### config.mk
export PLATFORM = sky130hd
export DESIGN_NAME = prog_cntr_sel_ras_flat
export DESIGN_NICKNAME = d
export VERILOG_FILES = /design/src/rtl/prog_cntr_sel_ras_if.sv /design/src/rtl/prog_cntr_sel_ras.sv /design/src/flat_wrapper.sv
export SDC_FILE = /design/constraint.sdc
export NUM_CORES = 1
export LEC_CHECK = 0
export BUFFER_PORTS_ARGS = -buffer_cell sky130_fd_sc_hd__buf_2
export CAP_MARGIN = 20
export CORE_MARGIN = 3
export CORE_UTILIZATION = 41
export DETAILED_ROUTE_END_ITERATION = 8
export GPL_ROUTABILITY_DRIVEN = 0
export PLACE_DENSITY = 0.76
export SKIP_LAST_GASP = 1
export SLEW_MARGIN = 20
export SYNTH_ARGS = -nofsm -noshare
export SYNTH_HDL_FRONTEND = slang
export SYNTH_SLANG_ARGS = --single-unit
### constraint.sdc
create_clock -name clock -period 1.9 [get_ports clock]
set_input_delay 0.19 -clock clock [delete_from_list [all_inputs] [get_ports clock]]
set_output_delay 0.19 -clock clock [all_outputs]
set_load 0.01 [all_outputs]
### src/rtl/prog_cntr_sel_ras_if.sv
// Fetch-stage next-address bus: select controls and addresses in, PC and RAS status out.
interface prog_cntr_sel_ras_if #(
    parameter int ADDR_WIDTH = 14,
    parameter int RAS_DEPTH  = 8
);
    localparam int CW = $clog2(RAS_DEPTH) + 1;

    logic                  stall;
    logic [2:0]            sel_signals;
    logic [ADDR_WIDTH-1:0] branch_target_addr;
    logic [ADDR_WIDTH-1:0] ret_addr;
    logic [ADDR_WIDTH-1:0] int_vector_addr;
    logic                  clear_flags;
    logic [ADDR_WIDTH-1:0] prog_cntr;
    logic [ADDR_WIDTH-1:0] prog_cntr_load_val;
    logic [CW-1:0]         ras_count;
    logic                  ras_empty;
    logic                  ras_full;
    logic                  ras_overflow;
    logic                  ras_underflow;

    modport master (
        output stall, sel_signals, branch_target_addr, ret_addr, int_vector_addr, clear_flags,
        input  prog_cntr, prog_cntr_load_val, ras_count, ras_empty, ras_full,
               ras_overflow, ras_underflow
    );

    modport slave (
        input  stall, sel_signals, branch_target_addr, ret_addr, int_vector_addr, clear_flags,
        output prog_cntr, prog_cntr_load_val, ras_count, ras_empty, ras_full,
               ras_overflow, ras_underflow
    );
endinterface

### src/rtl/prog_cntr_sel_ras.sv
// Program counter with next-address select and a circular return address stack.
// Define PROG_CNTR_RAS_EN to build the internal RAS; otherwise CALL/INT do not push and RET uses ret_addr.
module prog_cntr_sel_ras #(
    parameter int                    ADDR_WIDTH   = 14,
    parameter int                    RAS_DEPTH    = 8,
    parameter logic [ADDR_WIDTH-1:0] RESET_VECTOR = '0
) (
    input  logic                 clock,
    input  logic                 reset_n,
    prog_cntr_sel_ras_if.slave   bus
);
    localparam int PW = $clog2(RAS_DEPTH);
    localparam int CW = PW + 1;

    localparam logic [2:0] SEL_SEQ    = 3'b000;
    localparam logic [2:0] SEL_BRANCH = 3'b001;
    localparam logic [2:0] SEL_CALL   = 3'b010;
    localparam logic [2:0] SEL_RET    = 3'b011;
    localparam logic [2:0] SEL_INT    = 3'b100;
    localparam logic [2:0] SEL_HOLD   = 3'b101;

    logic [ADDR_WIDTH-1:0] prog_cntr;
    logic [ADDR_WIDTH-1:0] seq;
    logic [ADDR_WIDTH-1:0] load_val;
    logic [ADDR_WIDTH-1:0] ret_val;

    assign seq = prog_cntr + 1'b1;

    always_comb begin
        load_val = seq;
        if (bus.stall) begin
            load_val = prog_cntr;
        end else begin
            case (bus.sel_signals)
                SEL_SEQ:    load_val = seq;
                SEL_BRANCH: load_val = bus.branch_target_addr;
                SEL_CALL:   load_val = bus.branch_target_addr;
                SEL_RET:    load_val = ret_val;
                SEL_INT:    load_val = bus.int_vector_addr;
                SEL_HOLD:   load_val = prog_cntr;
                default:    load_val = seq;
            endcase
        end
    end

    always_ff @(posedge clock or negedge reset_n) begin
        if (!reset_n) prog_cntr <= RESET_VECTOR;
        else          prog_cntr <= load_val;
    end

    assign bus.prog_cntr          = prog_cntr;
    assign bus.prog_cntr_load_val = load_val;

`ifdef PROG_CNTR_RAS_EN
    logic [ADDR_WIDTH-1:0] mem [RAS_DEPTH];
    logic [PW-1:0]         ptr;      // next slot to write; top of stack is ptr-1
    logic [CW-1:0]         count;
    logic                  ovf_q;
    logic                  unf_q;
    logic                  push;
    logic                  pop;
    logic [ADDR_WIDTH-1:0] push_val;
    logic                  full;

    assign full     = (count == CW'(RAS_DEPTH));
    assign push     = !bus.stall && (bus.sel_signals == SEL_CALL || bus.sel_signals == SEL_INT);
    assign pop      = !bus.stall && (bus.sel_signals == SEL_RET);
    // INT saves the interrupted PC itself so that instruction is re-fetched on return
    assign push_val = (bus.sel_signals == SEL_INT) ? prog_cntr : seq;
    assign ret_val  = (count != '0) ? mem[ptr - 1'b1] : bus.ret_addr;

    always_ff @(posedge clock) begin
        if (push) mem[ptr] <= push_val;
    end

    always_ff @(posedge clock or negedge reset_n) begin
        if (!reset_n) begin
            ptr   <= '0;
            count <= '0;
            ovf_q <= 1'b0;
            unf_q <= 1'b0;
        end else begin
            if (bus.clear_flags) begin
                ovf_q <= 1'b0;
                unf_q <= 1'b0;
            end
            // a push when full overwrites the oldest slot since the buffer is circular
            if (push) begin
                ptr <= ptr + 1'b1;
                if (full) ovf_q <= 1'b1;
                else      count <= count + 1'b1;
            end else if (pop) begin
                if (count != '0) begin
                    ptr   <= ptr - 1'b1;
                    count <= count - 1'b1;
                end else begin
                    unf_q <= 1'b1;
                end
            end
        end
    end

    assign bus.ras_count     = count;
    assign bus.ras_empty     = (count == '0);
    assign bus.ras_full      = full;
    assign bus.ras_overflow  = ovf_q;
    assign bus.ras_underflow = unf_q;
`else
    wire unused_clear = bus.clear_flags;

    assign ret_val           = bus.ret_addr;
    assign bus.ras_count     = '0;
    assign bus.ras_empty     = 1'b1;
    assign bus.ras_full      = 1'b0;
    assign bus.ras_overflow  = 1'b0;
    assign bus.ras_underflow = 1'b0;
`endif

endmodule

### src/flat_wrapper.sv
// flat-port wrapper written by rule: the top's interface ports become plain ports
module prog_cntr_sel_ras_flat 
#(
    parameter int                    ADDR_WIDTH   = 14,
    parameter int                    RAS_DEPTH    = 8,
    parameter logic [ADDR_WIDTH-1:0] RESET_VECTOR = '0
)
  (clock, reset_n, bus_stall, bus_sel_signals, bus_branch_target_addr, bus_ret_addr, bus_int_vector_addr, bus_clear_flags, bus_prog_cntr, bus_prog_cntr_load_val, bus_ras_count, bus_ras_empty, bus_ras_full, bus_ras_overflow, bus_ras_underflow);
  prog_cntr_sel_ras_if #(.ADDR_WIDTH(ADDR_WIDTH), .RAS_DEPTH(RAS_DEPTH)) bus_i ();
  input  logic clock;
  input  logic reset_n;
  input wire logic [$bits(bus_i.stall)-1:0] bus_stall;
  input wire logic [$bits(bus_i.sel_signals)-1:0] bus_sel_signals;
  input wire logic [$bits(bus_i.branch_target_addr)-1:0] bus_branch_target_addr;
  input wire logic [$bits(bus_i.ret_addr)-1:0] bus_ret_addr;
  input wire logic [$bits(bus_i.int_vector_addr)-1:0] bus_int_vector_addr;
  input wire logic [$bits(bus_i.clear_flags)-1:0] bus_clear_flags;
  output wire logic [$bits(bus_i.prog_cntr)-1:0] bus_prog_cntr;
  output wire logic [$bits(bus_i.prog_cntr_load_val)-1:0] bus_prog_cntr_load_val;
  output wire logic [$bits(bus_i.ras_count)-1:0] bus_ras_count;
  output wire logic [$bits(bus_i.ras_empty)-1:0] bus_ras_empty;
  output wire logic [$bits(bus_i.ras_full)-1:0] bus_ras_full;
  output wire logic [$bits(bus_i.ras_overflow)-1:0] bus_ras_overflow;
  output wire logic [$bits(bus_i.ras_underflow)-1:0] bus_ras_underflow;
  assign bus_i.stall = bus_stall;
  assign bus_i.sel_signals = bus_sel_signals;
  assign bus_i.branch_target_addr = bus_branch_target_addr;
  assign bus_i.ret_addr = bus_ret_addr;
  assign bus_i.int_vector_addr = bus_int_vector_addr;
  assign bus_i.clear_flags = bus_clear_flags;
  assign bus_prog_cntr = bus_i.prog_cntr;
  assign bus_prog_cntr_load_val = bus_i.prog_cntr_load_val;
  assign bus_ras_count = bus_i.ras_count;
  assign bus_ras_empty = bus_i.ras_empty;
  assign bus_ras_full = bus_i.ras_full;
  assign bus_ras_overflow = bus_i.ras_overflow;
  assign bus_ras_underflow = bus_i.ras_underflow;
  prog_cntr_sel_ras #(.ADDR_WIDTH(ADDR_WIDTH), .RAS_DEPTH(RAS_DEPTH), .RESET_VECTOR(RESET_VECTOR)) u_core (.clock(clock), .reset_n(reset_n), .bus(bus_i));
endmodule
## Word-level counts from Yosys, hierarchy flattened

Index checks and enable logic that the tools add are counted.

| storage, ports and cells | value |
|---|---|
| flip-flop bits (word level) | 14 |
| output and inout port bits | 36 |
| logic and storage cells | 10 |

| cells by class | value |
|---|---|
| add/sub/neg operators | 1 |
| equality and inequality tests | 5 |
| mux-type cells | 2 |
| reduce and logical (&&, ||, !) cells | 1 |

Operators with widths:

| operator | count |
|---|---|
| 14-bit one-hot mux with 4 select lines | 1 |
| 14-bit by 1-bit adder with 14-bit output, second input constant | 1 |
| 14-bit two-way mux | 1 |
| 3-bit by 2-bit == test with 1-bit output, second input constant | 2 |
| 3-bit == test, second input constant | 2 |
| 3-bit by 1-bit == test with 1-bit output, second input constant | 1 |
| 2-bit OR reduction | 1 |

## Depth between registers and ports, before layout

Gate-level depths: netlist (run 1).

| logic depth | value |
|---|---|
| depth in word-level cells | 4 |
| gate-level depth with buffers | 7 |

## Least setup slack after synthesis (run 1)

Ideal clock, no wire load.

| timing path | value |
|---|---|
| kind | input to output |
| from | in bus_sel_signals[1] |
| to | out bus_prog_cntr_load_val[10] |
| arrival | 1.691 ns |
| data required time | 1.710 ns |
| slack | 0.019 ns |
| cell stages on the path | 7 |
| cells stage by stage | buf_6 > or3_1 > buf_2 > and2_4 > buf_6 > o311ai_0 > a21boi_0 |

| on the way | value |
|---|---|
| longest elaborated chain between the ends | 4 |

RTL lines:

| element | RTL line | RTL |
|---|---|---|
| start, declared | flat_wrapper.sv:13 | `input wire logic [$bits(bus_i.sel_signals)-1:0] bus_sel_signals;` |
| 3-bit by 1-bit == test with 1-bit output or 3-bit by 2-bit == test with 1-bit output (tied branches) | prog_cntr_sel_ras.sv:34 | `case (bus.sel_signals)` |
| 2-bit OR reduction (no line) | -- |  |
| 14-bit one-hot mux with 4 select lines (*) | prog_cntr_sel_ras.sv:34 |  |
| 14-bit two-way mux (*) | prog_cntr_sel_ras.sv:31 | `if (bus.stall) begin` |
| end, declared | flat_wrapper.sv:19 | `output wire logic [$bits(bus_i.prog_cntr_load_val)-1:0] bus_prog_cntr_load_val;` |

Mark *: on every way between the ends. The rest lies on a longest branch, timed or not.

## Worst setup path after layout (run 1)

| timing path | value |
|---|---|
| from | reg u_core.prog_cntr[0] (netlist: u_core.bus.prog_cntr[0]) |
| to | out bus_prog_cntr_load_val[12] |

| on the way | value |
|---|---|
| longest elaborated chain between the ends | 3 |

RTL lines:

| element | RTL line | RTL |
|---|---|---|
| start, declared | prog_cntr_sel_ras.sv:22 | `logic [ADDR_WIDTH-1:0] prog_cntr;` |
| start signal, assigned | prog_cntr_sel_ras.sv:48 | `else prog_cntr <= load_val;` |
| 14-bit by 1-bit adder with 14-bit output | prog_cntr_sel_ras.sv:27 | `assign seq = prog_cntr + 1'b1;` |
| 14-bit one-hot mux with 4 select lines | prog_cntr_sel_ras.sv:34 |  |
| 14-bit two-way mux | prog_cntr_sel_ras.sv:31 |  |

No other way between the ends.

==> flow_summary.toml, run 1 <==
[setup_path]
crit_chain = "ha_4 > nand4_1 > nor3_2 > o21bai_1 > a221oi_2 > buf_2"
crit_path_top_delay_cell = "dfrtp_1"
crit_type = "flip-flop to primary output"
max_stage_delay_ns = 0.39
required_ns = 1.71
r2r-start = "u_core.bus.prog_cntr[0]"
worstPathArrival_ns = 1.83
worst-path-buf-inv = 1
ff2ff_path_depth = 7
reg2reg_slack_ns = 0.24
endpoint_kind = "primary output"
r2r_end = "u_core.bus.prog_cntr[10]"
crit_fanout = 4
start_kind = "flip-flop"
path_delay_family = "compound AO/OA/AOI/OAI gates"

[clocking]
clock_latency_ns = 0.25
cts.clk_slew.worst_paths_ns = 0.06
clkSinkCount = 14
cts_tree = "built"
ctsRootBufferMaster = "clkbuf_8"
cts_buffers = 3
clockBufferDepth = 2
htree_levels = 1

[synthesis]
synth_cell_type_count = 57
synthesis.area_um2 = 1540
synth_top_area_frac = 0.228
syn-instance-count = 195
synth_edf_count = 0
synth_most_common_cell = "a21oi_1"
yosys_warnings = 0
synth-seq-area-share = 0.228
ys_ff_latch = 14
yosysTopAreaCell = "dfrtp_1"
synthTopCellsByCount = "a21oi_1, dfrtp_1, inv_1, clkbuf_1"
ys_top_cells_by_area = "dfrtp_1, a21oi_1, a221oi_1"
synthArstFlopShare = 1.00
synthFlopType = "dfrtp_1"
syn_area_per_cell_um2 = 7.89

[floorplan]
die_area_um2 = 4520
io_pins = 85
initial_core_util = 0.443
die_x_um = 67.2
rows = 21
core_area_um2 = 3470
die_h_um = 67.2

[placed_design]
placed_area_um2 = 2030
port_buffers = 75
post-place-ws_ns = -0.0466
place.detailed.hpwl_mm = 3.99

[power]
power.density_nw_per_um2 = 642
p_leak_nw = 1.09
ir_worst_vdd_v = 0.000325
power_mw = 1.48

[routing]
dr.pass1.iters = 5
detail-route-antenna-nets = 0
drt-initial-drc-count = 164
num_vias = 1994
finalWirelength_mm = 5.50
avgRoutedWirePerCell_um = 16.4
drc_errors = 0
avgViaCountPerCell = 5.93

[sta]
min_period_ns = 2.02
holdWs_ns = 0.358
max_freq_ghz = 0.495
hold_viol_final = 0
fin_ws_ns = -0.121
finalMaxSlewViolations = 0
rsz0062_at_grt = "true"
slew_headroom = 0.653
fin_crit_sh = 1.06
tightest_slew_ns = 0.519
setup_viol = 8
skew_ns = 0.00258

[worst_hold_path]
hold_end = "u_core.bus.prog_cntr[9]"
hold_start = "bus_stall"
holdPathStages = 2
min_path_type = "input port to flip-flop"

[cells_and_area]
largest_reg_flops = 14
largest_registers = "u_core.bus.prog_cntr: 14 flops"
stdcell_area_um2 = 2300
n_antenna_cell = 0
nNetsFinal = 341
top_register = "u_core.bus.prog_cntr"
drive_gt1_frac = 0.490
postLayoutCoreUtil = 0.663
area_growth_pct = 49.6
fill_cells = 308

[job]
maxCapViolations = 0

[global_routing]
antenna_found_initial = 0
grt_max_degree = 15
grt_pass1_vias = 1761
grt-ovfl-total = 0
grt_first_pass_wirelength_mm = 8.07
grt_use_total = 0.230

[status]
outcome = "complete, but fails checks"
violations = "setup timing"
where the power goes:
part,total [mW],internal (mW),switching [mW]
logic,0.749,0.360,0.390
clock network,0.299,0.184,0.115
registers,0.428,0.353,0.0752
total,1.48,0.897,0.580
per-stage QoR:
step / TNS, ns / cells
after global placement: -0.0146 / 321
after floorplan: 0 / 201
after detailed placement: -0.0466 / 321
after global routing: -1.26 / 336
final: -0.582 / 336
after CTS: -0.250 / 331
how the worst max path moves through the flow:
| stage | from | to | slack [ns] | cells past startpoint |
|---|---|---|---|---|
| 2_1_floorplan | bus_sel_signals[1] | bus_prog_cntr_load_val[10] | 0.02 | 7 |
| 3_3_place_gp | u_core.bus.prog_cntr[0] | bus_prog_cntr_load_val[4] | -0.01 | 6 |
| 3_5_place_dp | u_core.bus.prog_cntr[0] | bus_prog_cntr_load_val[4] | -0.05 | 6 |
| 4_1_cts | u_core.bus.prog_cntr[1] | bus_prog_cntr_load_val[12] | -0.07 | 6 |
| 5_1_grt | u_core.bus.prog_cntr[0] | bus_prog_cntr_load_val[12] | -0.18 | 6 |
| 6_report | u_core.bus.prog_cntr[0] | bus_prog_cntr_load_val[12] | -0.12 | 6 |
cells in the final DEF, fill, tap and decap left out, types with 5 or more instances in the layout:
cell type and count:
nand2_1 6, buf_4 29, conb_1 8, o21ai_0 6, mux2i_1 6, nand3_1 5, nor2b_1 8, buf_2 74
nor2_1 5, a21oi_1 14, dfrtp_1 10, inv_1 12
worst register-to-register path, stage by stage (launching register included):
cell	delay, ns
dfrtp_1	0.39
ha_4	0.16
nand4_1	0.18
buf_4	0.21
nor3_2	0.16
o311ai_0	0.13
a21boi_2	0.18
buf_4	0.14
cell families after synthesis:
group,count (synthesis),synth area share
fa+ha+maj,2,0.0146
flops,14,0.228
xor+xnor,2,0.0114
mux,9,0.0610
simple gates,61,0.238
compound gates,70,0.326
other cells,2,0.00488
buf+inv,35,0.116
repair_timing:
action	4_1_cts	5_1_grt
hold buffers	1	0
resized for setup	24	13
endpoints found under the hold margin	14	0
setup endpoints to repair	11	11
setup buffers	5	5
cloned	0	0
pin swaps	10	16
area by class of cell:
type / count / area (um^2) / share of cell area
multi-input combinational: 152 / 1140 / 0.498
timing repair buffer: 108 / 643 / 0.279
sequential: 14 / 355 / 0.154
tap: 46 / 57.6 / 0.0250
clock buffer: 4 / 55.1 / 0.0239
inverter: 12 / 45.0 / 0.0196
layer usage:
metal / up-vias / track usage / part of all wire
met2: 106 / 0.368 / 0.46
met4: 0 / 0.0658 / 0.033
met1: 943 / 0.316 / 0.42
li1: 927 / - / -
met3: 18 / 0.0399 / 0.092
met5: - / 0 / 0
Power figures use the tool's default switching activity.
==> inputs of run 2 (changes only) <==
Settings changed: CORE_ASPECT_RATIO set to 0.8.
==> run 2 against run 1 <==
Against the previous run: the run still ends with setup timing left; design area increased by 2.1%; final cell count unchanged; combinational power increased by 5.5%; fmax decreased by 2.4%; global-route usage increased by 1.7 points; sequential share of layout area decreased by 0.27 points; non-clock buffer count increased by 5; largest cell class unchanged; largest power group unchanged; flip-flop and latch count unchanged; sequential power about the same; clock skew increased by 0.0056 ns.
==> flow_summary.toml, run 2 (synthesis results as in run 1) <==
[global_routing]
grt_pass1_vias = 1930
grt_max_degree = 24
grt_use_total = 0.247
grt-ovfl-total = 0
grt_first_pass_wirelength_mm = 8.62
antenna_found_initial = 0

[floorplan]
die_x_um = 74.5
rows = 19
die_h_um = 60.8
initial_core_util = 0.437
die_area_um2 = 4530
io_pins = 85
core_area_um2 = 3520

[setup_path]
max_stage_delay_ns = 0.41
crit_fanout = 4
ff2ff_path_depth = 9
start_kind = "flip-flop"
crit_path_top_delay_cell = "dfrtp_1"
worstPathArrival_ns = 1.88
r2r-start = "u_core.bus.prog_cntr[0]"
endpoint_kind = "primary output"
required_ns = 1.71
crit_type = "flip-flop to primary output"
r2r_end = "u_core.bus.prog_cntr[8]"
crit_chain = "ha_4 > nand4_1 > buf_4 > nor3_2 > o311a_1 > a21oi_2 > buf_2"
reg2reg_slack_ns = 0.05

[power]
p_leak_nw = 1.12
ir_worst_vdd_v = 0.000448
power.density_nw_per_um2 = 630
power_mw = 1.48

[clocking]
clock_latency_ns = 0.25
htree_levels = 1
cts_buffers = 3
cts_tree = "built"
cts.clk_slew.worst_paths_ns = 0.07
clockBufferDepth = 2
ctsRootBufferMaster = "clkbuf_8"
clkSinkCount = 14

[cells_and_area]
drive_gt1_frac = 0.510
multiInputGateArea_um2 = 1180
fill_cells = 290
area_growth_pct = 52.8
top_register = "u_core.bus.prog_cntr"
final_cell_mix = "buf_2, buf_4, inv_1, a21oi_1, dfrtp_1"
largest_registers = "u_core.bus.prog_cntr: 14 flops"
regArea_um2 = 357
nNetsFinal = 346
final_common_cell = "buf_2"
n_antenna_cell = 0
largest_reg_flops = 14

[placed_design]
post-place-ws_ns = 0.0260
place.detailed.hpwl_mm = 4.12
port_buffers = 75

[sta]
max_freq_ghz = 0.483
skew_ns = 0.00821
tightest_slew_ns = 0.521
slew_headroom = 0.651
finalMaxSlewViolations = 0
hold_viol_final = 0
fin_crit_sh = 1.09
fin_ws_ns = -0.170
setup_viol = 9
rsz0062_at_grt = "true"
min_period_ns = 2.07

[job]
maxCapViolations = 0

[worst_hold_path]
hold_end = "u_core.bus.prog_cntr[9]"
holdPathStages = 4
hold_start = "bus_branch_target_addr[9]"
min_path_type = "input port to flip-flop"

[routing]
wl_met1_mm = 2.30
avgRoutedWirePerCell_um = 16.9
avgViaCountPerCell = 6.02
num_vias = 2022
finalWirelength_mm = 5.68
highest_layer = "met4"
drc_errors = 0
detail-route-antenna-nets = 0
wl_met2_mm = 2.74
drt-initial-drc-count = 265
dr.pass1.iters = 4
dr_wl_met3_um = 604

[status]
violations = "setup timing"
outcome = "complete, but fails checks"
[run 2: cell type report]
class                           count  share of cell area
Inverter                           12              0.0192
Tap cell                           42              0.0224
Timing Repair Buffer              113               0.287
Sequential cell                    14               0.152
Clock buffer                        3              0.0176
Multi-Input combinational cell    152               0.502
[run 2: critical path, delay by kind of cell, from the launching register on]
kind            cells  cell delay [ns]
compound gates      2             0.47
fa+ha+maj           1             0.19
buf+inv             2             0.32
flops               1             0.41
simple gates        2             0.24
[run 2: layer usage]
layer | global-route usage | vias up
met2 | 0.436 | 127
met3 | 0.0579 | 6
met5 | 0 | -
li1 | - | 937
met1 | 0.304 | 952
met4 | 0.0660 | 0
[run 2: how the worst max path moves through the flow]
stage,start,endpoint,slack (ns),cells after the start
3_5_place_dp,bus_sel_signals[2],bus_prog_cntr_load_val[5],0.03,6
6_report,u_core.bus.prog_cntr[0],bus_prog_cntr_load_val[8],-0.17,7
5_1_grt,u_core.bus.prog_cntr[0],bus_prog_cntr_load_val[8],-0.21,7
4_1_cts,u_core.bus.prog_cntr[0],bus_prog_cntr_load_val[4],-0.11,7
2_1_floorplan,bus_sel_signals[1],bus_prog_cntr_load_val[10],0.02,7
3_3_place_gp,u_core.bus.prog_cntr[0],bus_prog_cntr_load_val[4],-0.01,7
[run 2: through the flow]
step	cell area, um^2	util	setup TNS (ns)	std cells	hold WS (ns)
6_report	2350	0.668	-0.729	336	0.358
5_1_grt	2350	0.668	-1.45	336	0.381
2_1_floorplan	1560	-	0	201	-0.106
4_1_cts	2270	0.645	-0.573	333	0.356
3_5_place_dp	2040	0.579	0	319	0.118
3_3_place_gp	2040	0.579	-0.0116	319	0.105
[run 2: repair_timing]
item | in CTS | in global routing
setup buffers | 10 | 4
hold endpoints to repair | 14 | 0
pin swaps | 9 | 12
resized for setup | 29 | 12
setup endpoints to repair | 12 | 13
hold buffers | 1 | 0
[run 2: power breakdown]
part,internal [mW],total [mW],switching [mW]
registers,0.353,0.430,0.0766
logic,0.379,0.790,0.411
clock network,0.141,0.261,0.121
==> inputs of run 3 (changes only) <==
Settings changed: SETUP_SLACK_MARGIN set to 0.3.
==> run 3 against run 2 <==
Against the previous run: the flow still finishes with violations (setup timing); design area grew 13%; highest routed layer unchanged; largest power group unchanged; first-iteration DRC count decreased by 9.1%; via count grew 6.1%.
==> flow_summary.toml, run 3 (synthesis results as in run 1) <==
[status]
outcome = "complete, but fails checks"
violations = "setup timing"

[cells_and_area]
largest_registers = "u_core.bus.prog_cntr: 14 flops"
final_common_cell = "buf_2"
postLayoutCoreUtil = 0.753
stdcell_area_um2 = 2650
top_register = "u_core.bus.prog_cntr"
n_antenna_cell = 0
multiInputGateArea_um2 = 1310
nNetsFinal = 360
final_cell_mix = "buf_2, buf_4, a21oi_1, buf_6, inv_1"
largest_reg_flops = 14
drive_gt1_frac = 0.583
area_growth_pct = 72.3
fill_cells = 233
regArea_um2 = 360

[routing]
drt-initial-drc-count = 241
drc_errors = 0
dr.pass1.iters = 7
num_vias = 2146
avgRoutedWirePerCell_um = 18.2
detail-route-antenna-nets = 0
finalWirelength_mm = 6.37
avgViaCountPerCell = 6.11

[sta]
fin_crit_sh = 1.09
holdWs_ns = 0.387
fin_ws_ns = -0.170
slew_headroom = 0.664
hold_viol_final = 0
min_period_ns = 2.07
setup_viol = 11
tightest_slew_ns = 0.501
skew_ns = 0.00114
max_freq_ghz = 0.483
finalMaxSlewViolations = 0
rsz0062_at_grt = "true"

[clocking]
cts_buffers = 3
clkSinkCount = 14
ctsRootBufferMaster = "clkbuf_8"
cts_tree = "built"
clock_latency_ns = 0.25
clockBufferDepth = 2
cts.clk_slew.worst_paths_ns = 0.07
htree_levels = 1

[setup_path]
required_ns = 1.71
critPathLaunch = "u_core.bus.prog_cntr[1]"
crit_type = "flip-flop to primary output"
endpoint_kind = "primary output"
reg2reg_slack_ns = -0.07
crit_path_top_delay_cell = "dfrtp_2"
worstPathArrival_ns = 1.88
start_kind = "flip-flop"
crit_end = "bus_prog_cntr_load_val[12]"
max_stage_delay_ns = 0.39
r2r_end = "u_core.bus.prog_cntr[4]"
crit_chain = "ha_4 > nand4_1 > nor3_2 > o21bai_1 > a221oi_2 > buf_2"
crit_fanout = 4
ff2ff_path_depth = 10
r2r-start = "u_core.bus.prog_cntr[3]"

[placed_design]
port_buffers = 75
placed_area_um2 = 2120
place.detailed.hpwl_mm = 4.12

[power]
power.density_nw_per_um2 = 636
power_mw = 1.68
ir_worst_vdd_v = 0.000504
p_leak_nw = 1.22

[global_routing]
grt_max_degree = 24
grt-ovfl-total = 0
grt_use_total = 0.258
grt_first_pass_wirelength_mm = 9.03
grt_pass1_vias = 1911
antenna_found_initial = 0

[floorplan]
initial_core_util = 0.437
die_x_um = 74.5
die_area_um2 = 4530
core_area_um2 = 3520
io_pins = 85
rows = 19
die_h_um = 60.8

[worst_hold_path]
min_path_type = "input port to async pin"

[job]
maxCapViolations = 0
-- run 3: changes by cell type in the layout (fill, tap and decap cells not counted), moves of 2 or more --
cell | before | now
o21ai_0 | 7 | 5
dfrtp_1 | 9 | 6
a31oi_4 | 0 | 2
a31oi_1 | 4 | 2
nand2_1 | 6 | 4
buf_2 | 75 | 72
buf_6 | 3 | 12
dfrtp_2 | 5 | 8
buf_4 | 34 | 40
a221oi_4 | 0 | 2
a221oi_2 | 3 | 1
-- run 3: layout make-up --
type / instances / area share
well taps: 42 / 0.0198
repair buffers: 127 / 0.317
multi-input cells: 152 / 0.493
flip-flops and latches: 14 / 0.136
inverters: 12 / 0.0170
clock buffers: 4 / 0.0170
-- run 3: repair_timing --
item / in CTS / in global routing
hold buffers: 1 / 0
hold endpoints to repair: 14 / 0
endpoints found under the setup margin: 15 / 19
setup buffers: 11 / 14
pin swaps: 17 / 15
resized for setup: 33 / 38
-- run 3: report_power, final --
| part | switching, mW | internal, mW |
|---|---|---|
| Clock | 0.126 | 0.149 |
| Combinational | 0.481 | 0.491 |
| Sequential | 0.0806 | 0.355 |
-- run 3: per-layer routing --
| metal | GRT usage | wire, um | up-vias |
|---|---|---|---|
| li1 | - | - | 970 |
| met1 | 0.338 | 2630 | 1001 |
| met2 | 0.429 | 2940 | 145 |
| met3 | 0.0497 | 564 | 30 |
| met4 | 0.0888 | 241 | 0 |
| met5 | 0 | 0 | - |
-- run 3: worst min-delay path by stage --
stage | startpoint | to | slack [ns] | depth (start not counted)
3_5_place_dp | reset_n | u_core.bus.prog_cntr[8] | 0.12 | 1
2_1_floorplan | reset_n | u_core.bus.prog_cntr[0] | -0.11 | 0
5_1_grt | bus_int_vector_addr[10] | u_core.bus.prog_cntr[10] | 0.41 | 4
6_report | reset_n | u_core.bus.prog_cntr[8] | 0.39 | 2
3_3_place_gp | reset_n | u_core.bus.prog_cntr[10] | 0.11 | 1
4_1_cts | reset_n | u_core.bus.prog_cntr[7] | 0.38 | 2
-- run 3: stage by stage --
step           setup WS [ns]  cells  setup TNS, ns
6_report              -0.170    351          -1.23
5_1_grt               -0.333    351          -2.05
4_1_cts               -0.129    337         -0.770
3_5_place_dp          0.0115    321              0
3_3_place_gp         0.00635    321              0
2_1_floorplan          0.113    201              0
-- run 3: critical path, delay by kind of cell (launching register included) --
kind,cells,cell delay (ns)
and+or+nand+nor,2,0.50
buffers and inverters,1,0.19
adders and majority gates,1,0.17
DFF,1,0.39
AOI/OAI and AO/OA,2,0.38
